File: src/rtl/traffic_phase_monitor.sv
// Passive checker for the four-approach light controller. It registers the light-code buses,
// follows the six-phase cycle and its dwell time, and reports protocol violations.
module traffic_phase_monitor #(
    parameter int MIN_DWELL = 2,
    parameter int MAX_DWELL = 15,
    parameter int DW_W      = 5,
    parameter int ERR_W     = 8,
    parameter int CNT_W     = 8
) (
    input  logic             clk,
    input  logic             rst,
    input  logic [2:0]       m1,
    input  logic [2:0]       m2,
    input  logic [2:0]       m3,
    input  logic [2:0]       m4,
    input  logic             clr_err,
    output logic             locked,
    output logic [2:0]       phase,
    output logic [DW_W-1:0]  dwell,
    output logic             err_valid,
    output logic [2:0]       err_code,
    output logic [ERR_W-1:0] err_count,
    output logic [CNT_W-1:0] round_count
);
    localparam logic [2:0] G = 3'b001;
    localparam logic [2:0] Y = 3'b010;
    localparam logic [2:0] R = 3'b100;

    localparam logic [2:0] CLS_NONE = 3'd0;
    localparam logic [2:0] CLS_ILL  = 3'd7;

    localparam logic [2:0] E_NONE     = 3'd0;
    localparam logic [2:0] E_CODE     = 3'd1;
    localparam logic [2:0] E_CONFLICT = 3'd2;
    localparam logic [2:0] E_SEQ      = 3'd3;
    localparam logic [2:0] E_SHORT    = 3'd4;
    localparam logic [2:0] E_STALL    = 3'd5;

    localparam logic [DW_W-1:0] DW_ONE = DW_W'(1);
    localparam logic [DW_W-1:0] DW_MIN = DW_W'(MIN_DWELL);
    localparam logic [DW_W-1:0] DW_MAX = DW_W'(MAX_DWELL);
    localparam logic [DW_W-1:0] DW_SAT = DW_W'(MAX_DWELL + 1);

    typedef enum logic {ACQUIRE, LOCKED} state_t;

    logic [3:0][2:0]  m_in;
    logic [3:0][2:0]  m_reg;
    logic [3:0]       bus_legal;
    logic             in_valid_reg;
    state_t           state_reg, state_next;
    logic [2:0]       phase_reg, phase_next;
    logic [DW_W-1:0]  dwell_reg, dwell_next;
    logic [2:0]       cls, succ;
    logic [2:0]       err_code_reg, err_code_next;
    logic             err_valid_reg;
    logic             err_pulse;
    logic             round_inc;
    logic [ERR_W-1:0] err_count_reg;
    logic [CNT_W-1:0] round_count_reg;

    assign m_in = {m4, m3, m2, m1};

    generate
        for (genvar gi = 0; gi < 4; gi++) begin : g_legal
            assign bus_legal[gi] = (m_reg[gi] == G) || (m_reg[gi] == Y) || (m_reg[gi] == R);
        end
    endgenerate

    // in_valid_reg keeps the cleared post-reset register from being judged as an illegal code.
    always_ff @(posedge clk or posedge rst) begin
        if (rst) begin
            m_reg        <= '0;
            in_valid_reg <= 1'b0;
        end else begin
            m_reg        <= m_in;
            in_valid_reg <= 1'b1;
        end
    end

    always_comb begin
        cls = CLS_NONE;
        if (bus_legal != 4'b1111) begin
            cls = CLS_ILL;
        end else begin
            case ({m_reg[0], m_reg[1], m_reg[2], m_reg[3]})
                {G, R, R, G}: cls = 3'd1;
                {G, R, R, Y}: cls = 3'd2;
                {G, G, R, R}: cls = 3'd3;
                {Y, Y, R, R}: cls = 3'd4;
                {R, R, G, R}: cls = 3'd5;
                {R, R, Y, R}: cls = 3'd6;
                default:      cls = CLS_NONE;
            endcase
        end
    end

    assign succ = (phase_reg == 3'd6) ? 3'd1 : phase_reg + 3'd1;

    always_comb begin
        state_next    = state_reg;
        phase_next    = phase_reg;
        dwell_next    = dwell_reg;
        err_code_next = E_NONE;
        round_inc     = 1'b0;
        if (in_valid_reg) begin
            case (state_reg)
                ACQUIRE: begin
                    if (cls == CLS_ILL) begin
                        err_code_next = E_CODE;
                    end else if (cls != CLS_NONE) begin
                        state_next = LOCKED;
                        phase_next = cls;
                        dwell_next = DW_ONE;
                    end
                end
                LOCKED: begin
                    if (cls == CLS_ILL || cls == CLS_NONE) begin
                        err_code_next = (cls == CLS_ILL) ? E_CODE : E_CONFLICT;
                        state_next    = ACQUIRE;
                        phase_next    = 3'd0;
                        dwell_next    = '0;
                    end else if (cls == phase_reg) begin
                        // Stall is reported only on the step into saturation.
                        if (dwell_reg != DW_SAT) begin
                            dwell_next = dwell_reg + DW_ONE;
                            if (dwell_reg == DW_MAX) begin
                                err_code_next = E_STALL;
                            end
                        end
                    end else if (cls == succ) begin
                        if (dwell_reg < DW_MIN) begin
                            err_code_next = E_SHORT;
                        end
                        round_inc  = (phase_reg == 3'd6);
                        phase_next = cls;
                        dwell_next = DW_ONE;
                    end else begin
                        err_code_next = E_SEQ;
                        phase_next    = cls;
                        dwell_next    = DW_ONE;
                    end
                end
                default: state_next = ACQUIRE;
            endcase
        end
    end

    assign err_pulse = (err_code_next != E_NONE);

    always_ff @(posedge clk or posedge rst) begin
        if (rst) begin
            state_reg       <= ACQUIRE;
            phase_reg       <= 3'd0;
            dwell_reg       <= '0;
            err_valid_reg   <= 1'b0;
            err_code_reg    <= E_NONE;
            err_count_reg   <= '0;
            round_count_reg <= '0;
        end else begin
            state_reg     <= state_next;
            phase_reg     <= phase_next;
            dwell_reg     <= dwell_next;
            err_valid_reg <= err_pulse;
            err_code_reg  <= err_code_next;
            if (round_inc) begin
                round_count_reg <= round_count_reg + CNT_W'(1);
            end
            // A clear that coincides with a new error leaves that error counted.
            if (clr_err) begin
                err_count_reg <= err_pulse ? ERR_W'(1) : '0;
            end else if (err_pulse && (err_count_reg != '1)) begin
                err_count_reg <= err_count_reg + ERR_W'(1);
            end
        end
    end

    assign locked      = (state_reg == LOCKED);
    assign phase       = phase_reg;
    assign dwell       = dwell_reg;
    assign err_valid   = err_valid_reg;
    assign err_code    = err_code_reg;
    assign err_count   = err_count_reg;
    assign round_count = round_count_reg;
endmodule

File: config.mk
export PLATFORM = sky130hd
export DESIGN_NAME = traffic_phase_monitor
export DESIGN_NICKNAME = d
export VERILOG_FILES = /design/src/rtl/traffic_phase_monitor.sv
export SDC_FILE = /design/constraint.sdc
export NUM_CORES = 1
export LEC_CHECK = 0
export ABC_AREA = 0
export ABC_CLOCK_PERIOD_IN_PS = 7200
export CAP_MARGIN = 20
export CORE_ASPECT_RATIO = 0.75
export CORE_UTILIZATION = 30
export CTS_BUF_LIST = sky130_fd_sc_hd__clkbuf_4
export DETAILED_ROUTE_END_ITERATION = 12
export HOLD_SLACK_MARGIN = 0.08
export SKIP_LAST_GASP = 1
export SLEW_MARGIN = 20
export SYNTH_ARGS = -nofsm -noshare
export SYNTH_HDL_FRONTEND = slang
export SYNTH_SLANG_ARGS = --single-unit
File: constraint.sdc
create_clock -name clk -period 7.2 [get_ports clk]
set_input_delay 0.72 -clock clk [delete_from_list [all_inputs] [get_ports clk]]
set_output_delay 0.72 -clock clk [all_outputs]
set_load 0.01 [all_outputs]
==> flow_metrics.py, run 1 <==
metrics = {
    "status": {
        "outcome": "complete, no violations",
    },
    "sta": {
        "fmax_ghz": 0.3122,
        "setup_viol": 0,
        "skew_ns": 0.003886,
        "period_share": 0.4449,
        "holdWs_ns": 0.4752,
        "worstMarginPinSlew_ns": 0.5543,
        "timing.final.crit_period_ns": 3.203,
        "rsz0062_at_grt": "false",
        "hold_violations": 0,
        "drv_slew": 0,
        "slew_headroom": 0.6289,
        "fin_setup_tns_ns": 0,
    },
    "flow_run": {
        "cap_violations": 0,
    },
    "grt": {
        "gr-total-overflow": 0,
        "track_usage": 0.1377,
        "grt_pass1_vias": 1894,
        "antenna_found_initial": 0,
        "grt_max_degree": 43,
        "grt_pass1_wl_um": 9108,
    },
    "worst_setup_path": {
        "cp_cell_sequence": "nor4b_2, and4b_1, o21ai_0, a21oi_1, nand3_1, a221oi_1, o31a_1, a211oi_2, and3_1, mux2_1",
        "crit_required_ns": 7.44,
        "critPathArrivalTime_ns": 3.44,
        "worst-setup-path-type": "reg2reg",
        "worstSetupStartpointType": "flip-flop",
        "worst-path-buf-inv": 0,
        "crit_fanout": 6,
        "cp_top_family": "simple AND/OR/NAND/NOR gates",
        "crit_path_end_kind": "flip-flop",
        "cpPeakStageDelay_ns": 0.50,
        "slowest_stage": "nor4b_2",
    },
    "cells_and_area": {
        "final_area_um2": 2973,
        "fin_cells": 392,
        "fillers": 747,
        "largest_reg_flops": 12,
        "nNetsFinal": 310,
        "area_growth_pct": 24.27,
        "layout-drive-gt1-share": 0.06873,
        "n_antenna_cell": 0,
    },
    "clocking": {
        "cts.sinks": 42,
        "htree_levels": 2,
        "cts_resized": 0,
        "postCtsSetupRepairBufs": 0,
        "clk_path_buf_depth": 2,
        "clk_pin_slew_worst_paths_ns": 0.13,
        "cts_tree": "done",
        "cts_buffers": 5,
        "ctsHoldBuffers": 0,
        "root_buffer": "clkbuf_4",
        "insertion_delay_ns": 0.35,
    },
    "placed_design": {
        "dpl_cell_area_um2": 2914,
        "portBuffers": 43,
        "hpwl_um": 4097,
        "gp_congestion": 0.8403,
        "dp.cells": 384,
    },
    "yosys": {
        "synth_ff_type": "dfrtp_1",
        "yosysWarnings": 0,
        "synthCells": 247,
        "netlist_area_um2": 2392,
        "ys_async_sr_fraction": 1.000,
        "yosysUniqueCellTypes": 63,
        "synth_edf_count": 0,
        "syn_nets": 267,
        "avgSynthCellArea_um2": 9.685,
        "synth-seq-cells": 42,
        "synth.yosys.seq_area_share": 0.4393,
    },
    "detailed_routing": {
        "first_pass_iters": 4,
        "viasPerCell": 5.173,
        "drtIter0Drc": 131,
        "ant_nets": 0,
        "wl_per_cell_um": 13.86,
        "drc": 0,
        "finalWirelength_um": 5432,
        "vias": 2028,
    },
    "die": {
        "dieArea_um2": 8339,
        "rows": 27,
        "fp.dieW_um": 105.1,
        "core-area_um2": 7533,
        "chipHeight_um": 79.34,
        "pin_count": 44,
        "start_util": 0.3176,
    },
    "power_and_ir_drop": {
        "leakage_nw": 1.201,
        "vdd_ir_drop_max_mv": 0.06712,
        "power_mw": 0.4126,
        "power_density_nw_per_um2": 138.8,
    },
    "worst_hold_path": {
        "hp-class": "reg2reg",
    },
}
==> layout by cell type (no fill, tap or decap), types with 4 or more instances in the layout <==
cell,instances
xnor2_1,6
dfrtp_1,42
clkbuf_4,5
a22oi_1,5
nand2_1,18
nor2_1,20
xor2_1,4
nand4_1,10
o211ai_1,6
ha_1,5
inv_1,10
or3_1,4
o21ai_0,14
clkdlybuf4s50_1,43
a21oi_1,6
nand3_1,16
==> cells in the mapped netlist (all sizes together), types with 4 or more instances <==
cell type | count | area share
a21oi | 8 | 0.020
a22oi | 5 | 0.016
and2 | 4 | 0.010
and3 | 4 | 0.013
buf | 5 | 0.013
dfrtp | 42 | 0.44
ha | 5 | 0.026
inv | 10 | 0.016
mux2 | 4 | 0.019
nand2 | 18 | 0.028
nand3 | 16 | 0.033
nand4 | 10 | 0.026
nor2 | 20 | 0.031
o211ai | 6 | 0.019
o21ai | 17 | 0.037
or3 | 5 | 0.015
xnor2 | 6 | 0.022
xor2 | 4 | 0.015
==> stage by stage <==
stage | utilization | worst slack (ns)
finish | 0.3946 | 3.997
global placement | 0.3868 | 4.103
global route | 0.3946 | 3.698
CTS | 0.3946 | 4.013
detailed placement | 0.3868 | 4.041
floorplan | - | 4.345
==> logic make-up (layout without fill, tap and decap cells) <==
family          after synthesis  after routing  synth area share
fa+ha+maj                     5              5           0.02615
flops                        42             42            0.4393
buf+inv                      19             63           0.03504
simple gates                104            104            0.2500
other cells                   1              1          0.001568
mux                           5              5           0.02301
xor+xnor                     10             10           0.03661
compound gates               61             61            0.1883
==> routing by layer <==
layer	GRT usage	vias to the layer above	wire length (µm)
met1	0.1987	961	2815
met5	0	-	0
met3	0.03777	4	276
met2	0.2046	60	2302
met4	0.02958	0	38
li1	-	1003	-
==> cell type report <==
class                           instances  area, µm²  share of cell area
Multi-Input combinational cell        186       1257              0.4230
Sequential cell                        42       1051              0.3535
Clock buffer                            5      37.54             0.01263
Inverter                               11      41.29             0.01389
Timing Repair Buffer                   44      437.9              0.1473
Tap cell                              101      126.4             0.04251
Clock inverter                          3      21.27            0.007155
==> final timing paths <==
kind | startpoint | end | slack [ns] | cells past startpoint
setup / recovery | m_reg[6] | err_count[5] | 4.00 | 10
max in group asynchronous | rst | phase[1] | 6.06 | 3
min in group asynchronous | rst | m_reg[9] | 0.78 | 3
hold reg to reg | round_count[7] | round_count[7] | 0.48 | 1
hold / removal | round_count[7] | round_count[7] | 0.48 | 1
setup reg to reg | m_reg[6] | err_count[5] | 4.00 | 10
==> worst register-to-register path: stages (launching register included) <==
cell and delay (ns):
dfrtp_1 0.46, nor4b_2 0.50, and4b_1 0.31, o21ai_0 0.09
a21oi_1 0.20, nand3_1 0.17, a221oi_1 0.44, o31a_1 0.30
a211oi_2 0.11, and3_1 0.20, mux2_1 0.32
==> power by group <==
part / switching, mW / internal (mW)
logic: 0.0198 / 0.0205
clock network: 0.0816 / 0.0381
registers: 0.0103 / 0.242
(Power assumes the default switching activity.)
==> inputs of run 2 (changes only) <==
ABC_CLOCK_PERIOD_IN_PS = 2720   (was 7200)
clock period = 2.72 ns   (was 7.2 ns; I/O delays follow)
==> run 2 against run 1 <==
- the run now ends with setup timing left
- worst hold slack lost 0.15 ns
- fmax up 7.4%
- non-clock buffer count increased by 46
- flip-flop and latch count unchanged
- final cell count increased by 12%
- sequential power rose to 2.7 times the previous value
- critical path depth rose by 1
- power increased to 3.1 times the previous value
- largest power group unchanged
==> flow_metrics.py, run 2 (same netlist as run 1, synthesis figures left out) <==
metrics = {
    "worst_setup_path": {
        "regToRegSetupSlack_ns": -0.26,
        "cp_cell_sequence": "buf_4, nor4b_2, and4_2, o21ai_0, o311a_1, a311o_1, a21oi_2, o21ai_2, a211oi_2, and3_1, mux2_4",
        "crit_fanout": 5,
        "critPathArrivalTime_ns": 3.25,
        "r2r_end": "err_count[5]",
        "rr_worst_depth": 11,
        "cpPeakStageDelay_ns": 0.47,
        "crit_path_end_kind": "flip-flop",
        "worst-setup-path-type": "reg2reg",
        "crit_required_ns": 2.99,
        "worstSetupStartpointType": "flip-flop",
        "timing.rr.start": "m_reg[9]",
        "slowest_stage": "dfrtp_2",
    },
    "grt": {
        "gr-total-overflow": 0,
        "grt_max_degree": 22,
        "antenna_found_initial": 0,
        "track_usage": 0.1608,
        "grt_pass1_vias": 2244,
        "grt_pass1_wl_um": 10580,
    },
    "detailed_routing": {
        "wl_per_cell_um": 14.52,
        "met3_length_um": 334,
        "drc": 0,
        "m1WireLength_um": 3081,
        "dr_wl_met2_um": 2867,
        "ant_nets": 0,
        "top_layer_used": "met4",
        "first_pass_iters": 5,
        "drtIter0Drc": 66,
        "viasPerCell": 5.162,
        "finalWirelength_um": 6358,
        "vias": 2261,
    },
    "status": {
        "outcome": "finished, violations left",
        "violations": "setup timing",
    },
    "power_and_ir_drop": {
        "power_density_nw_per_um2": 354.9,
        "leakage_nw": 1.493,
        "vdd_ir_drop_max_mv": 0.1797,
    },
    "clocking": {
        "clk_pin_slew_worst_paths_ns": 0.14,
        "cts_tree": "done",
        "root_buffer": "clkbuf_4",
        "htree_levels": 2,
        "clk_path_buf_depth": 2,
        "cts_buffers": 5,
        "cts.sinks": 42,
        "ctsHoldBuffers": 0,
        "insertion_delay_ns": 0.37,
    },
    "placed_design": {
        "pre_cts_ws_ns": -0.3002,
        "hpwl_um": 4486,
        "gp_congestion": 0.8450,
        "portBuffers": 43,
    },
    "cells_and_area": {
        "area_growth_pct": 48.38,
        "layout_common_cells": "clkdlybuf4s50_1, buf_4, dfrtp_1",
        "n_antenna_cell": 0,
        "nNetsFinal": 356,
        "multi_input_area_um2": 1439,
        "fillers": 700,
        "largest_reg_flops": 12,
        "ff_latch_area_um2": 1059,
        "layout-drive-gt1-share": 0.3175,
    },
    "worst_hold_path": {
        "min_path_cells": 1,
        "min_from": "m2[2]",
        "hp-class": "in2reg",
        "hold_end": "m_reg[5]",
    },
    "sta": {
        "period_share": 1.096,
        "slew_headroom": 0.4748,
        "worst_slack_ns": -0.2617,
        "hold_violations": 0,
        "holdWs_ns": 0.3234,
        "fmax_ghz": 0.3354,
        "setup_viol": 16,
        "drv_slew": 0,
        "worstMarginPinSlew_ns": 0.7869,
        "timing.final.crit_period_ns": 2.982,
        "skew_ns": 0.02017,
        "rsz0062_at_grt": "true",
    },
    "flow_run": {
        "cap_violations": 0,
    },
    "die": {
        "dieArea_um2": 8339,
        "fp.dieW_um": 105.1,
        "pin_count": 44,
        "rows": 27,
        "core-area_um2": 7533,
        "start_util": 0.3176,
        "chipHeight_um": 79.34,
    },
}
-- run 2: layer usage --
metal  vias up  global-route usage
li1       1092                   -
met1      1095              0.2137
met2        65              0.2589
met3         9             0.04105
met4         0             0.04648
met5         -                   0
-- run 2: final cells by class --
| type | count | area share |
|---|---|---|
| clock buffer | 5 | 0.01057 |
| multi-input combinational | 186 | 0.4054 |
| tap | 101 | 0.03560 |
| clock inverter | 3 | 0.01375 |
| inverter | 11 | 0.01163 |
| timing repair buffer | 90 | 0.2249 |
| sequential | 42 | 0.2982 |
-- run 2: power breakdown --
part	total, mW	internal, mW	switching (mW)
logic	0.156	0.0858	0.0698
registers	0.668	0.642	0.0260
clock network	0.436	0.199	0.236
total	1.26	0.928	0.332
-- run 2: timing repair --
item	4_1_cts	5_1_grt
buffers inserted	5	4
setup endpoints to repair	16	24
pin swaps	21	12
gates resized for setup	26	29
-- run 2: worst max path at each step --
| stage | from | endpoint | slack, ns |
|---|---|---|---|
| 6_report | m_reg[9] | err_count[5] | -0.26 |
| 5_1_grt | m_reg[9] | err_count[5] | -0.39 |
| 4_1_cts | m_reg[3] | err_count[5] | -0.27 |
| 3_5_place_dp | m_reg[11] | err_count[5] | -0.30 |
| 3_3_place_gp | m_reg[11] | err_count[5] | -0.30 |
| 2_1_floorplan | m_reg[9] | err_count[5] | -0.11 |
-- run 2: stage by stage --
step           std cells  TNS [ns]  power, mW  area, µm²  utilization
6_report             438    -2.249      1.260       3550       0.4712
4_1_cts              434    -1.958      1.262       3421       0.4541
5_1_grt              438    -4.243      1.320       3550       0.4712
3_3_place_gp         421    -2.020     0.8049       3208       0.4258
2_1_floorplan        247   -0.3435     0.7336       2409            -
3_5_place_dp         421    -2.310     0.8065       3208       0.4258
-- run 2: critical path: cells and delay by family (launching register included) --
family,cells,cell delay (ns)
AO/OA/AOI/OAI,6,1.11
buffers and inverters,1,0.15
flip-flops,1,0.47
multiplexers,1,0.29
AND/OR/NAND/NOR,3,0.86
==> inputs of run 3 (changes only) <==
PLACE_DENSITY = 0.51   (was not set)
==> run 3 against run 2 <==
- the run still ends with setup timing left
- combinational power is 4% lower
- power is 1.4% lower
- cell area fell by 1.1%
- non-clock buffer count down 5
- critical path depth unchanged
- flip-flop and latch count stayed put
- clock power decreased by 3%
- final cell count shrank 1.1%
- via count decreased by 2.5%
- largest power group unchanged
==> flow_metrics.py, run 3 (same netlist as run 1, synthesis figures left out) <==
metrics = {
    "status": {
        "outcome": "finished, violations left",
        "violations": "setup timing",
    },
    "cells_and_area": {
        "final_util": 0.4662,
        "fillers": 726,
        "n_antenna_cell": 0,
        "largest_reg_flops": 12,
        "layout-drive-gt1-share": 0.2982,
        "mostFrequentLayoutCell": "clkdlybuf4s50_1",
        "multi_input_area_um2": 1438,
        "layout_common_cells": "clkdlybuf4s50_1, buf_4, dfrtp_1",
        "nNetsFinal": 351,
        "area_growth_pct": 46.81,
        "ff_latch_area_um2": 1061,
    },
    "grt": {
        "grt_pass1_wl_um": 10120,
        "antenna_found_initial": 0,
        "grt_max_degree": 43,
        "track_usage": 0.1538,
        "gr-total-overflow": 0,
        "grt_pass1_vias": 2046,
    },
    "clocking": {
        "cts.sinks": 42,
        "clk_path_buf_depth": 2,
        "cts_buffers": 5,
        "insertion_delay_ns": 0.36,
        "htree_levels": 2,
        "root_buffer": "clkbuf_4",
        "cts_tree": "done",
        "clk_pin_slew_worst_paths_ns": 0.14,
    },
    "worst_setup_path": {
        "timing.rr.start": "m_reg[3]",
        "worstSetupStartpointType": "flip-flop",
        "worst-setup-path-type": "reg2reg",
        "cp_cell_sequence": "a22oi_1, nand4_1, or3_4, o311a_1, a311o_1, buf_4, a21oi_4, o21ai_4, a211oi_2, and3_1, mux2_4",
        "rr_worst_depth": 11,
        "crit_start": "m_reg[3]",
        "crit_required_ns": 2.98,
        "crit_path_end_kind": "flip-flop",
        "critPathArrivalTime_ns": 3.26,
        "cpPeakStageDelay_ns": 0.48,
        "crit_fanout": 6,
        "slowest_stage": "dfrtp_2",
    },
    "sta": {
        "setup_viol": 15,
        "fin_setup_tns_ns": -2.381,
        "skew_ns": 0.01167,
        "holdWs_ns": 0.3311,
        "hold_violations": 0,
        "worstMarginPinSlew_ns": 0.5239,
        "timing.final.crit_period_ns": 3.001,
        "worst_slack_ns": -0.2814,
        "fmax_ghz": 0.3332,
        "slew_headroom": 0.6508,
        "rsz0062_at_grt": "true",
        "drv_slew": 0,
        "period_share": 1.103,
    },
    "placed_design": {
        "portBuffers": 43,
        "pre_cts_ws_ns": -0.3448,
        "hpwl_um": 4486,
        "gp_congestion": 0.8830,
    },
    "power_and_ir_drop": {
        "power_density_nw_per_um2": 353.6,
        "leakage_nw": 1.441,
        "vdd_ir_drop_max_mv": 0.1631,
    },
    "detailed_routing": {
        "wl_per_cell_um": 14.03,
        "first_pass_iters": 4,
        "dr_wl_met2_um": 2573,
        "finalWirelength_um": 6074,
        "drc": 0,
        "viasPerCell": 5.090,
        "m1WireLength_um": 3222,
        "drtIter0Drc": 97,
        "met3_length_um": 253,
        "vias": 2204,
        "top_layer_used": "met4",
        "ant_nets": 0,
    },
    "die": {
        "fp.dieW_um": 105.1,
        "chipHeight_um": 79.34,
        "dieArea_um2": 8339,
        "start_util": 0.3176,
        "pin_count": 44,
        "core-area_um2": 7533,
        "rows": 27,
    },
    "worst_hold_path": {
        "hp-class": "in2async",
    },
    "flow_run": {
        "cap_violations": 0,
    },
}
==> run 3: critical path, delay by kind of cell, from the launching register on <==
kind                   cells  cell delay (ns)
flip-flops                 1             0.48
AO/OA/AOI/OAI              6             1.28
buffers and inverters      1             0.16
AND/OR/NAND/NOR            3             0.71
multiplexers               1             0.29
==> run 3: cell type report <==
type / count / area share
multi-input combinational: 186 / 0.4093
sequential: 42 / 0.3021
timing repair buffer: 85 / 0.2177
tap: 101 / 0.03598
clock inverter: 3 / 0.01247
inverter: 11 / 0.01176
clock buffer: 5 / 0.01069
==> run 3: power by group <==
| group | switching [mW] | internal, mW |
|---|---|---|
| clock network | 0.226 | 0.195 |
| registers | 0.0281 | 0.642 |
| logic | 0.0660 | 0.0833 |
==> run 3: through the flow <==
step	total power, mW	instance area [µm²]	cells
after detailed placement	0.8071	3186	418
final	1.242	3512	433
after global placement	0.8081	3186	418
after CTS	1.235	3317	429
after floorplan	0.7336	2409	247
after global routing	1.301	3512	433
==> run 3: per-layer routing <==
layer  vias up  GRT usage
met1      1058     0.2348
met2        52     0.2225
met4         0    0.03099
met5         -          0
met3         2    0.02956
li1       1092          -
==> run 3: path summary, 6_finish.rpt <==
path | to | slack (ns)
min in group clk | m_reg[3] | 0.34
worst max register to register | err_count[5] | -0.28
worst min register to register | round_count[7] | 0.49
worst max-delay path | err_count[5] | -0.28
max in group asynchronous | m_reg[0] | 2.01
worst min-delay path | err_count[7] | 0.33
==> run 3: what timing repair did <==
action,CTS,global route
resized for setup,10,43
hold buffers,0,0
buffers inserted,3,4
pin swaps,8,22
setup endpoints to repair,16,23
